`config.mk`:
```
export PLATFORM = sky130hd
export DESIGN_NAME = id_ex_ctl_pipe
export DESIGN_NICKNAME = d
export VERILOG_FILES = /design/src/rtl/id_ex_ctl_pipe.sv
export SDC_FILE = /design/constraint.sdc
export NUM_CORES = 1
export LEC_CHECK = 0
export BUFFER_PORTS_ARGS = -buffer_cell sky130_fd_sc_hd__buf_2
export CAP_MARGIN = 10
export CORE_ASPECT_RATIO = 1.25
export CORE_MARGIN = 2
export CORE_UTILIZATION = 35
export CTS_BUF_LIST = sky130_fd_sc_hd__clkbuf_4 sky130_fd_sc_hd__clkbuf_8
export CTS_CLUSTER_DIAMETER = 50
export DETAILED_ROUTE_END_ITERATION = 8
export GPL_TIMING_DRIVEN = 0
export PLACE_DENSITY_LB_ADDON = 0.12
export SYNTH_ARGS = -nofsm -noshare
export SYNTH_HDL_FRONTEND = slang
export SYNTH_SLANG_ARGS = --single-unit
```
`constraint.sdc`:
```
create_clock -name clk -period 4.1 [get_ports clk]
set_input_delay 0.205 -clock clk [delete_from_list [all_inputs] [get_ports clk]]
set_output_delay 0.205 -clock clk [all_outputs]
set_load 0.01 [all_outputs]
```
`src/rtl/id_ex_ctl_pipe.sv`:
```
// id_ex_ctl_pipe -- ID/EX pipeline register with load-use hazard detection.
//
// Captures the decoded control bundle, register addresses, funct3, PC and
// immediate from ID and presents them to EX one cycle later. A load in EX
// whose destination is read by the instruction in ID stalls IF/ID for one
// cycle and sends a bubble (all-zero bundle) into EX. flush_i kills the EX
// contents; hold_i freezes them.
//
// Ports:
//   clk, reset            clock, asynchronous active-high reset
//   id_valid_i            ID holds a real instruction
//   *_ctl_i               decoder control fields (pc_sel, op1sel, op2sel,
//                         wb_sel, pc4_sel, mem_wr, cpr_en, rf_en, alu_fun)
//   id_funct3_i, id_rd_i, id_rs1_i, id_rs2_i, id_rs*_used_i, id_pc_i, id_imm_i
//   flush_i               EX redirect: EX register loads a bubble
//   hold_i                downstream stall: EX register keeps its value
//   ex_*_o                registered bundle presented to EX
//   stall_id_o            IF/ID must hold this cycle
//   bubble_cnt_o          count of load-use bubbles
//
// Configuration macro: ID_EX_BUBBLE_CNT_EN -- when defined, bubble_cnt_o is a
// free-running 32-bit count of load-use bubbles; otherwise it is tied to 0.
module id_ex_ctl_pipe #(
  parameter int PC_W = 32,
  parameter int RA_W = 5
) (
  input  logic            clk,
  input  logic            reset,
  input  logic            id_valid_i,
  input  logic [1:0]      pc_sel_ctl_i,
  input  logic            op1sel_ctl_i,
  input  logic [1:0]      op2sel_ctl_i,
  input  logic [1:0]      wb_sel_ctl_i,
  input  logic            pc4_sel_ctl_i,
  input  logic            mem_wr_ctl_i,
  input  logic            cpr_en_ctl_i,
  input  logic            rf_en_ctl_i,
  input  logic [5:0]      alu_fun_ctl_i,
  input  logic [2:0]      id_funct3_i,
  input  logic [RA_W-1:0] id_rd_i,
  input  logic [RA_W-1:0] id_rs1_i,
  input  logic [RA_W-1:0] id_rs2_i,
  input  logic            id_rs1_used_i,
  input  logic            id_rs2_used_i,
  input  logic [PC_W-1:0] id_pc_i,
  input  logic [PC_W-1:0] id_imm_i,
  input  logic            flush_i,
  input  logic            hold_i,
  output logic            ex_valid_o,
  output logic [1:0]      ex_pc_sel_o,
  output logic            ex_op1sel_o,
  output logic [1:0]      ex_op2sel_o,
  output logic [1:0]      ex_wb_sel_o,
  output logic            ex_pc4_sel_o,
  output logic            ex_mem_wr_o,
  output logic            ex_cpr_en_o,
  output logic            ex_rf_en_o,
  output logic [5:0]      ex_alu_fun_o,
  output logic [2:0]      ex_funct3_o,
  output logic [RA_W-1:0] ex_rd_o,
  output logic [RA_W-1:0] ex_rs1_o,
  output logic [RA_W-1:0] ex_rs2_o,
  output logic [PC_W-1:0] ex_pc_o,
  output logic [PC_W-1:0] ex_imm_o,
  output logic            stall_id_o,
  output logic [31:0]     bubble_cnt_o
);

  // Whole EX bundle kept as one vector so a bubble is simply all-zero.
  localparam int BW = 1 + 2 + 1 + 2 + 2 + 1 + 1 + 1 + 1 + 6 + 3 + 3*RA_W + 2*PC_W;

  logic [BW-1:0] id_bundle;
  logic [BW-1:0] ex_q, ex_d;
  logic          load_use;
  logic          rs1_hit, rs2_hit;

  assign id_bundle = {id_valid_i, pc_sel_ctl_i, op1sel_ctl_i, op2sel_ctl_i,
                      wb_sel_ctl_i, pc4_sel_ctl_i, mem_wr_ctl_i, cpr_en_ctl_i,
                      rf_en_ctl_i, alu_fun_ctl_i, id_funct3_i, id_rd_i,
                      id_rs1_i, id_rs2_i, id_pc_i, id_imm_i};

  assign {ex_valid_o, ex_pc_sel_o, ex_op1sel_o, ex_op2sel_o, ex_wb_sel_o,
          ex_pc4_sel_o, ex_mem_wr_o, ex_cpr_en_o, ex_rf_en_o, ex_alu_fun_o,
          ex_funct3_o, ex_rd_o, ex_rs1_o, ex_rs2_o, ex_pc_o, ex_imm_o} = ex_q;

  // A load in EX (wb_sel 00) writing a non-zero rd read by the ID instruction.
  assign rs1_hit  = id_rs1_used_i && (id_rs1_i == ex_rd_o);
  assign rs2_hit  = id_rs2_used_i && (id_rs2_i == ex_rd_o);
  assign load_use = ex_valid_o && ex_rf_en_o && (ex_wb_sel_o == 2'b00) &&
                    (ex_rd_o != '0) && id_valid_i && (rs1_hit || rs2_hit);

  assign stall_id_o = !flush_i && (hold_i || load_use);

  always_comb begin
    ex_d = ex_q;
    if (flush_i) begin
      ex_d = '0;
    end else if (hold_i) begin
      ex_d = ex_q;
    end else if (load_use) begin
      ex_d = '0;
    end else if (id_valid_i) begin
      ex_d = id_bundle;
    end else begin
      ex_d = '0;
    end
  end

  always_ff @(posedge clk or posedge reset) begin
    if (reset) begin
      ex_q <= '0;
    end else begin
      ex_q <= ex_d;
    end
  end

`ifdef ID_EX_BUBBLE_CNT_EN
  logic [31:0] bubble_cnt_q, bubble_cnt_d;

  // Only load-use bubbles count; flush and hold take priority over them.
  always_comb begin
    bubble_cnt_d = bubble_cnt_q;
    if (!flush_i && !hold_i && load_use) begin
      bubble_cnt_d = bubble_cnt_q + 32'd1;
    end
  end

  always_ff @(posedge clk or posedge reset) begin
    if (reset) begin
      bubble_cnt_q <= '0;
    end else begin
      bubble_cnt_q <= bubble_cnt_d;
    end
  end

  assign bubble_cnt_o = bubble_cnt_q;
`else
  assign bubble_cnt_o = '0;
`endif

endmodule

```
==> results of run 1 <==
cell usage after synthesis (2+ instances only):
| master | number | area (sq um) |
|---|---|---|
| a22oi_1 | 100 | 751 |
| buf_4 | 33 | 248 |
| buf_2 | 3 | 15.0 |
| nand4_1 | 2 | 12.5 |
| buf_6 | 9 | 101 |
| dfrtp_1 | 100 | 2500 |
| nor3b_1 | 99 | 743 |
| nor2_1 | 2 | 7.51 |
| nand2_1 | 101 | 379 |
| xnor2_1 | 10 | 87.6 |
| buf_1 | 5 | 18.8 |
| clkbuf_1 | 68 | 255 |
| o221ai_1 | 99 | 867 |
layer usage:
layer | vias to the layer above | global-route usage | share of wire
li1 | 2914 | - | -
met1 | 2962 | 0.300 | 0.44
met2 | 222 | 0.344 | 0.47
met3 | 31 | 0.0452 | 0.068
met4 | 0 | 0.0868 | 0.022
met5 | - | 0 | 0
critical path, stage by stage (launching register included):
cell,delay (ns)
dfrtp_1,0.50
xnor2_1,0.17
nand4_1,0.10
clkbuf_1,0.60
buf_2,0.35
o22ai_1,0.14
a21o_1,0.19
buf_2,0.14
metrics by stage:
step | setup TNS [ns] | utilization | area [sq um] | setup slack [ns]
after floorplan | 0 | - | 6180 | 1.28
after global placement | -34.51 | 0.443 | 7490 | -0.354
after detailed placement | 0 | 0.446 | 7540 | 1.70
after CTS | 0 | 0.457 | 7720 | 1.25
after global routing | 0 | 0.457 | 7730 | 1.18
final | 0 | 0.457 | 7730 | 1.33
cells by family (layout without fill, tap and decap cells):
logic type | after synthesis | in the layout
flops | 100 | 100
compound gates | 203 | 203
xor+xnor | 10 | 10
simple gates | 209 | 209
buf+inv | 119 | 343
other cells | 1 | 35
how the worst min path moves through the flow:
| stage | startpoint | end | slack, ns | cells past startpoint |
|---|---|---|---|---|
| 6_report | pc4_sel_ctl_i | ex_q[91]$_DFFE_PP0P_ | 0.19 | 4 |
| 5_1_grt | cpr_en_ctl_i | ex_q[89]$_DFFE_PP0P_ | 0.19 | 4 |
| 4_1_cts | id_pc_i[2] | ex_q[34]$_DFFE_PP0P_ | 0.18 | 4 |
| 3_5_place_dp | reset | ex_q[65]$_DFFE_PP0P_ | 0.13 | 2 |
| 3_3_place_gp | ex_q[66]$_DFFE_PP0P_ | ex_q[66]$_DFFE_PP0P_ | 0.50 | 2 |
| 2_1_floorplan | id_imm_i[0] | ex_q[0]$_DFFE_PP0P_ | 0.48 | 3 |
power by group:
| group | internal (mW) | switching [mW] | total, mW |
|---|---|---|---|
| registers | 1.05 | 0.0490 | 1.10 |
| clock network | 0.250 | 0.370 | 0.620 |
| logic | 0.207 | 0.334 | 0.541 |
| total | 1.51 | 0.753 | 2.26 |
layout make-up:
| class | instances | area share |
|---|---|---|
| buffer | 118 | 0.0826 |
| clock buffer | 12 | 0.0197 |
| inverter | 1 | 0.000809 |
| multi-input combinational | 454 | 0.393 |
| sequential | 100 | 0.324 |
| timing repair buffer | 209 | 0.141 |
| antenna | 3 | 0.000971 |
| clock inverter | 3 | 0.00308 |
| tap | 220 | 0.0356 |
what timing repair did:
item	CTS	global route
hold endpoints to repair	29	0
hold buffers	1	0
resized for setup	0	0
==> impl_metrics.csv, run 1 <==
group,metric,value,unit
worst_setup_path,worst_r2r_path_depth,6,
final_layout,final_common_cell,"buf_2",
worst_setup_path,regToRegEndpoint,"ex_q[49]$_DFFE_PP0P_",
route,wirelength,20.7,mm
worst_setup_path,reg2reg_slack,1.95,ns
worst_setup_path,crit_start,"ex_q[78]$_DFFE_PP0P_",
sta,slew_headroom,0.482,
synth,syn_inst,642,
run,max_cap_violations,0,
synth,yosysWarnings,0,
final_layout,n_fill_cell,1778,
final_layout,final_cell_mix,"buf_2, nand2_1, a22oi_1, dfrtp_1",
route,viasPerCell,5.47,
final_layout,areaGrowthSynthToFinish,27.5,%
sta,min_period_over_period,0.676,
sta,tightest_slew,0.777,ns
clock_tree,cts_setup_buffers,0,
synth,yosys.area_share.simple,0.194,
clock_tree,cts_root_buf,"clkbuf_8",
global_routing,antenna_found_initial,2,
route,dr.pass1.iters,5,
die,start_util,0.359,
sta,min_period,2.77,ns
worst_setup_path,worstReg2RegStart,"ex_q[78]$_DFFE_PP0P_",
synth,synth_xor_area_frac,0.0144,
placement,hpwl,14.5,mm
clock_tree,cts_buffers,9,
final_layout,largest_reg_flops,100,
synth,syn-mean-instance-area,9.44,sq um
clock_tree,insertion_delay,0.38,ns
worst_setup_path,cp-endpoint,"stall_id_o",
synth,syn-cell-area,0.00606,sq mm
clock_tree,cts_buffer_depth,2,
worst_setup_path,end_kind,"primary output",
sta,finalClockSkew,0.0121,ns
global_routing,grt_pass1_wl,31.8,mm
synth,synth_compound_area_frac,0.272,
synth,synth_edf_count,0,
final_layout,max_flop_register,"ex_q",
route,wl_per_cell,18.5,microns
final_layout,seq_area,0.00250,sq mm
sta,fmax,0.361,GHz
final_layout,drive_gt1_frac,0.302,
global_routing,first_global_vias,5985,
worst_setup_path,worstSetupPathType,"reg -> out",
placement,gp_congestion,0.804,
die,num_rows,53,
die,io_pins,239,
sta,holdWs,0.195,ns
placement,dp_cells,1101,
placement,port_buffers,206,
route,drt_iter0_drc,608,
synth,ys_ff_latch,100,
synth,synth.distinct_cells,24,
sta,drv_slew,0,
global_routing,track_usage,0.220,
route,drc,0,
final_layout,largestRegisters,"ex_q x100",
status,status,"finished clean",
route,vias,6129,
die,die_area,0.0184,sq mm
sta,setup_viol,0,
final_layout,multi_input_area,0.00304,sq mm
synth,synth-async-reset-ratio,1.00,
worst_setup_path,cp.arrival,2.57,ns
pwr,ir_worst_vdd,0.000150,V
worst_hold_path,hp-class,"in -> reg",
worst_setup_path,cp_max_fo,10,
worst_setup_path,start_kind,"flop",
sta,rsz0062_at_grt,"false",
pwr,p_total,2.26,mW
synth,seq_area_frac_synth,0.413,
die,fp.dieW,122,microns
synth,synth_top_family_by_area,"compound AO/OA/AOI/OAI gates",
clock_tree,cts.sinks,100,
clock_tree,cts_max_level,3,
sta,hold_viol,0,
global_routing,grt_max_degree,58,
synth,synthAdderAreaFrac,0,
synth,synth_ff_type,"dfrtp_1",
global_routing,overflow,0,
route,detail-route-antenna-nets,0,
clock_tree,path_clk_slew,0.10,ns
die,core_area,0.0169,sq mm
synth,synthMuxAreaShare,0,
clock_tree,cts_tree,"done",
pwr,p_leak,3.76,nW
die,die_h,151,microns
worst_setup_path,worstPathRequired,3.89,ns
final_layout,fin_nets,999,
final_layout,layout.cells.non_filler,1120,
pwr,power_density,293,mW/mm^2
(Power assumes the default switching activity.)
==> run 2: changes to the inputs <==
==> constraint.sdc (replaced) <==
create_clock -name clk -period 2.31 [get_ports clk]
set_input_delay 0.1155 -clock clk [delete_from_list [all_inputs] [get_ports clk]]
set_output_delay 0.1155 -clock clk [all_outputs]
set_load 0.01 [all_outputs]
==> impl_metrics.csv, run 2 (synthesized netlist as in run 1, its figures left out) <==
group,metric,value,unit
worst_setup_path,cp.arrival,2.08,ns
route,drc,0,
pwr,p_total,4.10,mW
final_layout,largest_reg_flops,100,
sta,worst_slack,0.115,ns
route,viasPerCell,5.60,
pwr,power_density,529,mW/mm^2
route,wirelength,21.2,mm
placement,hpwl,14.5,mm
sta,min_period_over_period,0.950,
clock_tree,cts_buffers,9,
sta,fmax,0.456,GHz
worst_setup_path,worstPathRequired,2.19,ns
run,max_cap_violations,0,
die,die_area,0.0184,sq mm
clock_tree,cts_root_buf,"clkbuf_8",
clock_tree,cts_max_level,3,
clock_tree,cts.sinks,100,
die,io_pins,239,
final_layout,fin_nets,997,
die,die_h,151,microns
sta,rsz0062_at_grt,"false",
die,num_rows,53,
sta,setup_viol,0,
clock_tree,path_clk_slew,0.11,ns
global_routing,track_usage,0.223,
placement,dp_cells,1101,
sta,slew_headroom,0.520,
die,core_area,0.0169,sq mm
final_layout,final_cell_mix,"buf_2, a22oi_1, nor3b_1, o221ai_1, nand2_1",
final_layout,layout.cells.non_filler,1114,
sta,drv_slew,0,
global_routing,antenna_found_initial,0,
route,wl_per_cell,19.0,microns
worst_setup_path,worstSetupPathType,"reg -> out",
route,dr.pass1.iters,5,
pwr,p_leak,3.78,nW
pwr,ir_worst_vdd,0.000259,V
route,vias,6240,
global_routing,grt_max_degree,39,
sta,hold_viol,0,
global_routing,overflow,0,
final_layout,drive_gt1_frac,0.309,
sta,finalClockSkew,0.0192,ns
final_layout,largestRegisters,"ex_q x100",
clock_tree,insertion_delay,0.39,ns
sta,final.setup.tns,0,ns
final_layout,antenna_cells,0,
placement,gp_congestion,0.779,
worst_setup_path,end_kind,"primary output",
die,fp.dieW,122,microns
route,detail-route-antenna-nets,0,
worst_hold_path,hp-class,"in -> reg",
die,start_util,0.359,
clock_tree,cts_tree,"done",
sta,tightest_slew,0.720,ns
worst_setup_path,cp_max_fo,5,
clock_tree,cts_buffer_depth,2,
worst_setup_path,start_kind,"flop",
final_layout,areaGrowthSynthToFinish,27.8,%
global_routing,grt_pass1_wl,32.2,mm
final_layout,final_common_cell,"buf_2",
status,status,"finished clean",
global_routing,first_global_vias,5805,
placement,place_ws,0.0529,ns
sta,min_period,2.19,ns
route,drt_iter0_drc,591,
placement,port_buffers,206,
final_layout,max_flop_register,"ex_q",
## run 2: cell type report
class                           count  area, sq um
Clock inverter                      4         51.3
Clock buffer                       10          138
Timing Repair Buffer              211         1100
Fill cell                        1707         9160
Buffer                            114          632
Sequential cell                   100         2500
Tap cell                          220          275
Multi-Input combinational cell    454         3050
Inverter                            1         7.51
## run 2: what timing repair did
action | CTS | global route
endpoints found under the hold margin | 26 | 0
endpoints found under the setup margin | 1 | 1
pin swaps | 1 | 1
hold buffers | 1 | 0
gates resized for setup | 3 | 6
setup buffers | 2 | 0
## run 2: final timing paths
kind / startpoint / end / slack, ns / cells past startpoint
max: ex_q[76]$_DFFE_PP0P_ / stall_id_o / 0.12 / 6
min: id_pc_i[15] / ex_q[47]$_DFFE_PP0P_ / 0.1 / 4
max reg2reg: ex_q[76]$_DFFE_PP0P_ / ex_q[69]$_DFFE_PP0P_ / 0.30 / 7
min reg2reg: ex_q[42]$_DFFE_PP0P_ / ex_q[42]$_DFFE_PP0P_ / 0.52 / 2
max in group asynchronous: reset / ex_q[92]$_DFFE_PP0P_ / 1.05 / 5
min in group asynchronous: reset / ex_q[58]$_DFFE_PP0P_ / 0.35 / 3
## run 2: per-layer routing
metal	vias up	routed length [microns]	GRT usage
met5	-	0	0
met2	305	9980	0.346
li1	2903	-	-
met3	25	1730	0.0501
met1	3007	9100	0.309
met4	0	364	0.0724
## run 2: critical path, stage by stage, from the launching register on
cell	delay (ns)
dfrtp_1	0.47
or4_1	0.58
o211ai_2	0.19
buf_6	0.13
nor2_1	0.03
a21o_1	0.17
buf_2	0.13
## run 2: stage by stage
step	cell area, sq um	hold WS (ns)	util
6_report	7750	0.0989	0.458
2_1_floorplan	6180	0.394	-
3_3_place_gp	7490	0.498	0.443
5_1_grt	7750	0.102	0.458
4_1_cts	7740	0.0788	0.458
3_5_place_dp	7530	0.240	0.445
## run 2: power breakdown
group / switching, mW / internal [mW]
Combinational: 0.596 / 0.367
Clock: 0.654 / 0.520
Sequential: 0.0886 / 1.87
Total: 1.34 / 2.76
